### config.mk
export PLATFORM = sky130hd
export DESIGN_NAME = scanned_display_driver
export DESIGN_NICKNAME = d
export VERILOG_FILES = /design/src/rtl/display_pkg.sv /design/src/rtl/hex_segment_decoder.sv /design/src/rtl/scanned_display_driver.sv
export SDC_FILE = /design/constraint.sdc
export NUM_CORES = 1
export LEC_CHECK = 0
export ABC_AREA = 0
export ABC_CLOCK_PERIOD_IN_PS = 3100
export BUFFER_PORTS_ARGS = -buffer_cell sky130_fd_sc_hd__buf_2
export CAP_MARGIN = 40
export CORE_MARGIN = 2
export CORE_UTILIZATION = 40
export DETAILED_ROUTE_END_ITERATION = 10
export PLACE_DENSITY_LB_ADDON = 0.12
export SETUP_SLACK_MARGIN = 0.02
export SYNTH_ARGS = -nofsm -noshare
export SYNTH_HDL_FRONTEND = slang
export SYNTH_SLANG_ARGS = --single-unit
### constraint.sdc
create_clock -name clk -period 3.1 [get_ports clk]
set_input_delay 0.62 -clock clk [delete_from_list [all_inputs] [get_ports clk]]
set_output_delay 0.62 -clock clk [all_outputs]
set_load 0.05 [all_outputs]
### src/rtl/display_pkg.sv
// Shared constants for the scanned display: segment width, blank pattern,
// the sixteen hex glyphs for a 15-segment digit, and the code-to-glyph decode.
package display_pkg;

    localparam int SEG_W = 15;

    localparam logic [SEG_W-1:0] SEG_BLANK = 15'h0000;

    localparam logic [SEG_W-1:0] SEG_0 = 15'h0C3F;
    localparam logic [SEG_W-1:0] SEG_1 = 15'h0406;
    localparam logic [SEG_W-1:0] SEG_2 = 15'h00DB;
    localparam logic [SEG_W-1:0] SEG_3 = 15'h00CF;
    localparam logic [SEG_W-1:0] SEG_4 = 15'h00E6;
    localparam logic [SEG_W-1:0] SEG_5 = 15'h00ED;
    localparam logic [SEG_W-1:0] SEG_6 = 15'h00FD;
    localparam logic [SEG_W-1:0] SEG_7 = 15'h1401;
    localparam logic [SEG_W-1:0] SEG_8 = 15'h00FF;
    localparam logic [SEG_W-1:0] SEG_9 = 15'h00E7;
    localparam logic [SEG_W-1:0] SEG_A = 15'h00F7;
    localparam logic [SEG_W-1:0] SEG_B = 15'h128F;
    localparam logic [SEG_W-1:0] SEG_C = 15'h0039;
    localparam logic [SEG_W-1:0] SEG_D = 15'h120F;
    localparam logic [SEG_W-1:0] SEG_E = 15'h00F9;
    localparam logic [SEG_W-1:0] SEG_F = 15'h00F1;

    function automatic logic [SEG_W-1:0] hex_to_seg(input logic [3:0] code);
        logic [SEG_W-1:0] seg;
        case (code)
            4'h0:    seg = SEG_0;
            4'h1:    seg = SEG_1;
            4'h2:    seg = SEG_2;
            4'h3:    seg = SEG_3;
            4'h4:    seg = SEG_4;
            4'h5:    seg = SEG_5;
            4'h6:    seg = SEG_6;
            4'h7:    seg = SEG_7;
            4'h8:    seg = SEG_8;
            4'h9:    seg = SEG_9;
            4'hA:    seg = SEG_A;
            4'hB:    seg = SEG_B;
            4'hC:    seg = SEG_C;
            4'hD:    seg = SEG_D;
            4'hE:    seg = SEG_E;
            4'hF:    seg = SEG_F;
            default: seg = SEG_BLANK;
        endcase
        return seg;
    endfunction

endpackage

### src/rtl/hex_segment_decoder.sv
// Combinational 4-bit hex code to 15-segment glyph decoder.
module hex_segment_decoder
    import display_pkg::*;
(
    input  logic [3:0]       code,
    output logic [SEG_W-1:0] seg
);

    // Table lookup of the glyph for the selected code
    always_comb begin
        seg = hex_to_seg(code);
    end

endmodule

### src/rtl/scanned_display_driver.sv
// Time-multiplexed driver for DIGITS 15-segment digits. Holds one hex code per
// digit, scans them one slot at a time with a dead cycle between digits, and
// pulses frame_done when the scan wraps back to digit 0.
// Optional build macro: LEADING_ZERO_BLANK_EN blanks leading zero digits
// (digit 0 always shows its code).
//
// Decode always looks at the store's next-state value so that a write landing
// on the same edge as the output update is shown immediately.
module scanned_display_driver
    import display_pkg::*;
#(
    parameter int DIGITS   = 4,
    parameter int PRESCALE = 1000
) (
    input  logic                      clk,
    input  logic                      rst_n,
    input  logic                      wr_en,
    input  logic [$clog2(DIGITS)-1:0] wr_addr,
    input  logic [3:0]                wr_data,
    output logic [SEG_W-1:0]          segment_pattern,
    output logic [DIGITS-1:0]         digit_enable,
    output logic                      frame_done
);

    localparam int AW = $clog2(DIGITS);
    localparam int CW = $clog2(PRESCALE);

    logic [3:0]       store      [DIGITS];
    logic [3:0]       store_next [DIGITS];
    logic [AW-1:0]    idx;
    logic [AW-1:0]    idx_next;
    logic [CW-1:0]    cnt;
    logic             tick;
    logic             idx_wrap;
    logic [3:0]       code_sel;
    logic [SEG_W-1:0] dec_seg;
    logic [SEG_W-1:0] pattern_next;

    assign tick     = (cnt == CW'(PRESCALE - 1));
    assign idx_wrap = (idx == AW'(DIGITS - 1));

    // Store contents after this edge's write; out-of-range addresses match no digit
    always_comb begin
        for (int i = 0; i < DIGITS; i++) begin
            store_next[i] = store[i];
            if (wr_en && (wr_addr == AW'(i))) begin
                store_next[i] = wr_data;
            end
        end
    end

    // Digit that will be selected after this edge
    always_comb begin
        idx_next = idx;
        if (tick) begin
            idx_next = idx_wrap ? '0 : idx + 1'b1;
        end
    end

    // Mux the code for the selected digit into the shared decoder
    always_comb begin
        code_sel = store_next[idx_next];
    end

    hex_segment_decoder u_dec (
        .code (code_sel),
        .seg  (dec_seg)
    );

`ifdef LEADING_ZERO_BLANK_EN
    logic lz_blank;

    // Blank a non-zero-index digit when it and every digit above it are zero
    always_comb begin
        lz_blank = (idx_next != '0);
        for (int i = 0; i < DIGITS; i++) begin
            if ((i >= int'(idx_next)) && (store_next[i] != 4'h0)) begin
                lz_blank = 1'b0;
            end
        end
    end

    // Apply blanking on top of the decoded glyph
    always_comb begin
        pattern_next = lz_blank ? SEG_BLANK : dec_seg;
    end
`else
    // Every digit shows its decoded glyph, leading zeros included
    always_comb begin
        pattern_next = dec_seg;
    end
`endif

    // Digit code register file
    always_ff @(posedge clk or negedge rst_n) begin
        if (!rst_n) begin
            for (int i = 0; i < DIGITS; i++) begin
                store[i] <= 4'h0;
            end
        end else begin
            for (int i = 0; i < DIGITS; i++) begin
                store[i] <= store_next[i];
            end
        end
    end

    // Slot prescaler and scan index
    always_ff @(posedge clk or negedge rst_n) begin
        if (!rst_n) begin
            cnt <= '0;
            idx <= '0;
        end else begin
            cnt <= tick ? '0 : cnt + 1'b1;
            idx <= idx_next;
        end
    end

    // Registered pin drive: dead cycle on the tick, otherwise the active digit
    always_ff @(posedge clk or negedge rst_n) begin
        if (!rst_n) begin
            segment_pattern <= SEG_BLANK;
            digit_enable    <= '0;
            frame_done      <= 1'b0;
        end else begin
            segment_pattern <= pattern_next;
            if (tick) begin
                digit_enable <= '0;
                frame_done   <= idx_wrap;
            end else begin
                digit_enable <= DIGITS'(1) << idx;
                frame_done   <= 1'b0;
            end
        end
    end

endmodule

==> results.md <==
- Outcome: complete, no violations
- Reg2reg end: segment_pattern[5]
- GRT overflow: 0
- Slew HR: 38.2%
- Worst-Skew Late Latency: 290 ps
- Worst EP required: 3300 ps
- Hpwl dp: 3.27 mm
- Worst-path clk slew: 80 ps
- Worst vdd ir: 312 uV
- Commonest non-fill, non-tap cell in the layout: dfrtp_1
- Worst min path class: in2async
- CP Cell Sequence: ha_1 > or2_1 > or4_4 > nand2_2 > buf_4 > mux2i_1 > mux2i_1 > buf_4 > ha_1 > or3_1 > o211ai_1
- #FFs+latches synth: 45
- Net count, final: 247
- RR Startpoint: idx[0]
- Vias: 1473
- LEAKAGE: 1.22 nW
- Total CTS buffers: 5
- Yosys warns: 0
- Crit share post-route: 95.2%
- Initial DRT Pass Iterations: 4
- Cts hold-fix bufs: 0
- CTS tree: done
- Area after DPL: 2520 um^2
- Chip Height: 79.9 um
- Synth Instances: 191
- Crit path buffers/inverters: 2
- Vias in the first global route: 1532
- Mapped Avg Cell Area: 12.1 um^2
- Layout cells sized above 1: 30.2%
- Initial antenna violation count: 0
- R2R depth: 11
- H-tree Lvls: 2
- Most frequent cells in the layout: dfrtp_1 (44), buf_2 (25), mux2_2 (14)
- CTS Buffer Depth: 2
- WL/cell: 14.6 um
- Largest net degree at the start of global routing: 28
- Worst R2R Setup Slack: 150 ps
- IO Pins: 29
- Area delta synth->final: 14.4%
- Final hold vios: 0
- Final ANT Viol Nets: 0
- EDFF count, synth: 0
- Chip Width: 79.9 um
- Critical path's top delay family: simple AND/OR/NAND/NOR gates
- First-pass GRT wire length: 7.42 mm
- Initial core utilization: 41.6%
- Hold_ws: 268 ps
- Critical Path Fanout Max: 5
- Die Area: 6390 um^2
- Root buffer cell: clkbuf_8
- Arrival @ worst endpoint: 3150 ps
- DRC: 0
- Seq/Total Area, Yosys: 48.8%
- Final Setup Violations: 0
- Diodes inserted: 0
- Setup crit end kind: flop
- Row Count: 27
- Crit Path Class: reg2reg
- Peak Freq: 339 MHz
- CP startpoint kind: flop
- Unique masters post-synth: 45
- Global placer's final weighted congestion: 0.842
- Top_reg_cell synth: dfrtp_1
- Max-Cap Viols: 0
- Measured slew at the worst slew-check pin: 924 ps
- Slowest cell on the critical path: dfrtp_2
- Mapped Area: 2310 um^2
- Final Instance Area: 2640 um^2
- Total clock sinks: 45
- # port buffers: 25
- Wirelength, routed: 4.35 mm
- CP peak stage delay: 460 ps
- Core Region: 5540 um^2
- Via-to-Cell Ratio: 4.96
- Max Slew Vio Count: 0
- Tmin final: 2950 ps
- First DRT Iteration DRCs: 60
- Clock Skew: 5.49 ps
- PwrDens: 600 nW/um^2
- Asr flop ratio synth: 100%
- GRT Total Usage: 15.0%
==> cells by family after synthesis <==
| logic type | synth area share [%] |
|---|---|
| DFF | 48.8 |
| buffers and inverters | 4.94 |
| AOI/OAI and AO/OA | 7.98 |
| and+or+nand+nor | 13.3 |
| other | 0.163 |
| xor gates and xnor gates | 3.47 |
| muxes | 14.2 |
| adders and majority gates | 7.05 |
==> layer usage <==
| metal | track usage (%) | share of wire, % | up-vias |
|---|---|---|---|
| met1 | 20.7 | 49 | 713 |
| met2 | 23.8 | 47 | 22 |
| met4 | 3.73 | 0.44 | 0 |
| met3 | 3.62 | 3.2 | 2 |
| li1 | - | - | 736 |
| met5 | 0 | 0 | - |
==> final cells by class <==
cell class              instances  area [um^2]
clock buffers                   6         82.6
clock inverters                 1         7.51
fillers                       536         2900
inverters                       9         33.8
multi-input cells             130         1090
flip-flops and latches         45         1130
well taps                      72         90.1
repair buffers                 34          205
==> worst max-delay path by stage <==
stage                     depth (start not counted)                 end  slack [ps]  startpoint
after detailed placement                         11  segment_pattern[4]          60      idx[0]
after floorplan                                  11  segment_pattern[3]         120      cnt[0]
after global placement                           11  segment_pattern[4]         140      idx[0]
after CTS                                        12  segment_pattern[3]          40      cnt[0]
after global routing                             12  segment_pattern[3]          -9      idx[0]
final                                            11  segment_pattern[5]         150      idx[0]
==> through the flow <==
stage,setup TNS (ps),util [%],worst slack [ps],cells,total power [W]
6_report,0,47.6,150,297,0.00158
5_1_grt,-8.68,47.6,-8.68,297,0.00168
4_1_cts,0,47.1,42.7,296,0.00160
3_5_place_dp,0,45.5,59.1,289,0.00122
3_3_place_gp,0,45.1,137,288,0.00120
2_1_floorplan,0,-,121,193,0.00110
==> sequential cells by signal, indices dropped and copies added (netlist names) <==
signal           cells
store               16
segment_pattern     12
cnt                 10
digit_enable         4
idx                  2
frame_done           1
==> synthesized netlist by cell type (3+ instances only) <==
master     n  area (um^2)
dfrtp_1   45         1130
mux2_2    14          158
ha_1      13          163
mux2i_1   10          100
inv_1      9         33.8
nor2_1     9         33.8
nand2_1    8         30.0
nand3_1    7         35.0
a21oi_1    6         30.0
mux2_1     5         56.3
nor2b_1    5         31.3
and3_1     4         25.0
nor3_1     4         20.0
o211ai_1   4         30.0
o21ai_0    4         20.0
xor2_1     4         35.0
buf_4      3         22.5
buf_6      3         33.8
o32ai_1    3         26.3
==> power breakdown <==
part           total (W)  leakage [nW]  internal (W)  switching, W
logic           0.000523         0.629      0.000168      0.000356
registers       0.000691         0.546      0.000670     0.0000213
clock network   0.000367        0.0433      0.000176      0.000191
==> repair_timing <==
item / in CTS / in global routing
buffers inserted: 0 / 1
setup endpoints to repair: 0 / 9
resized for setup: 0 / 5
(Power assumes the default switching activity.)
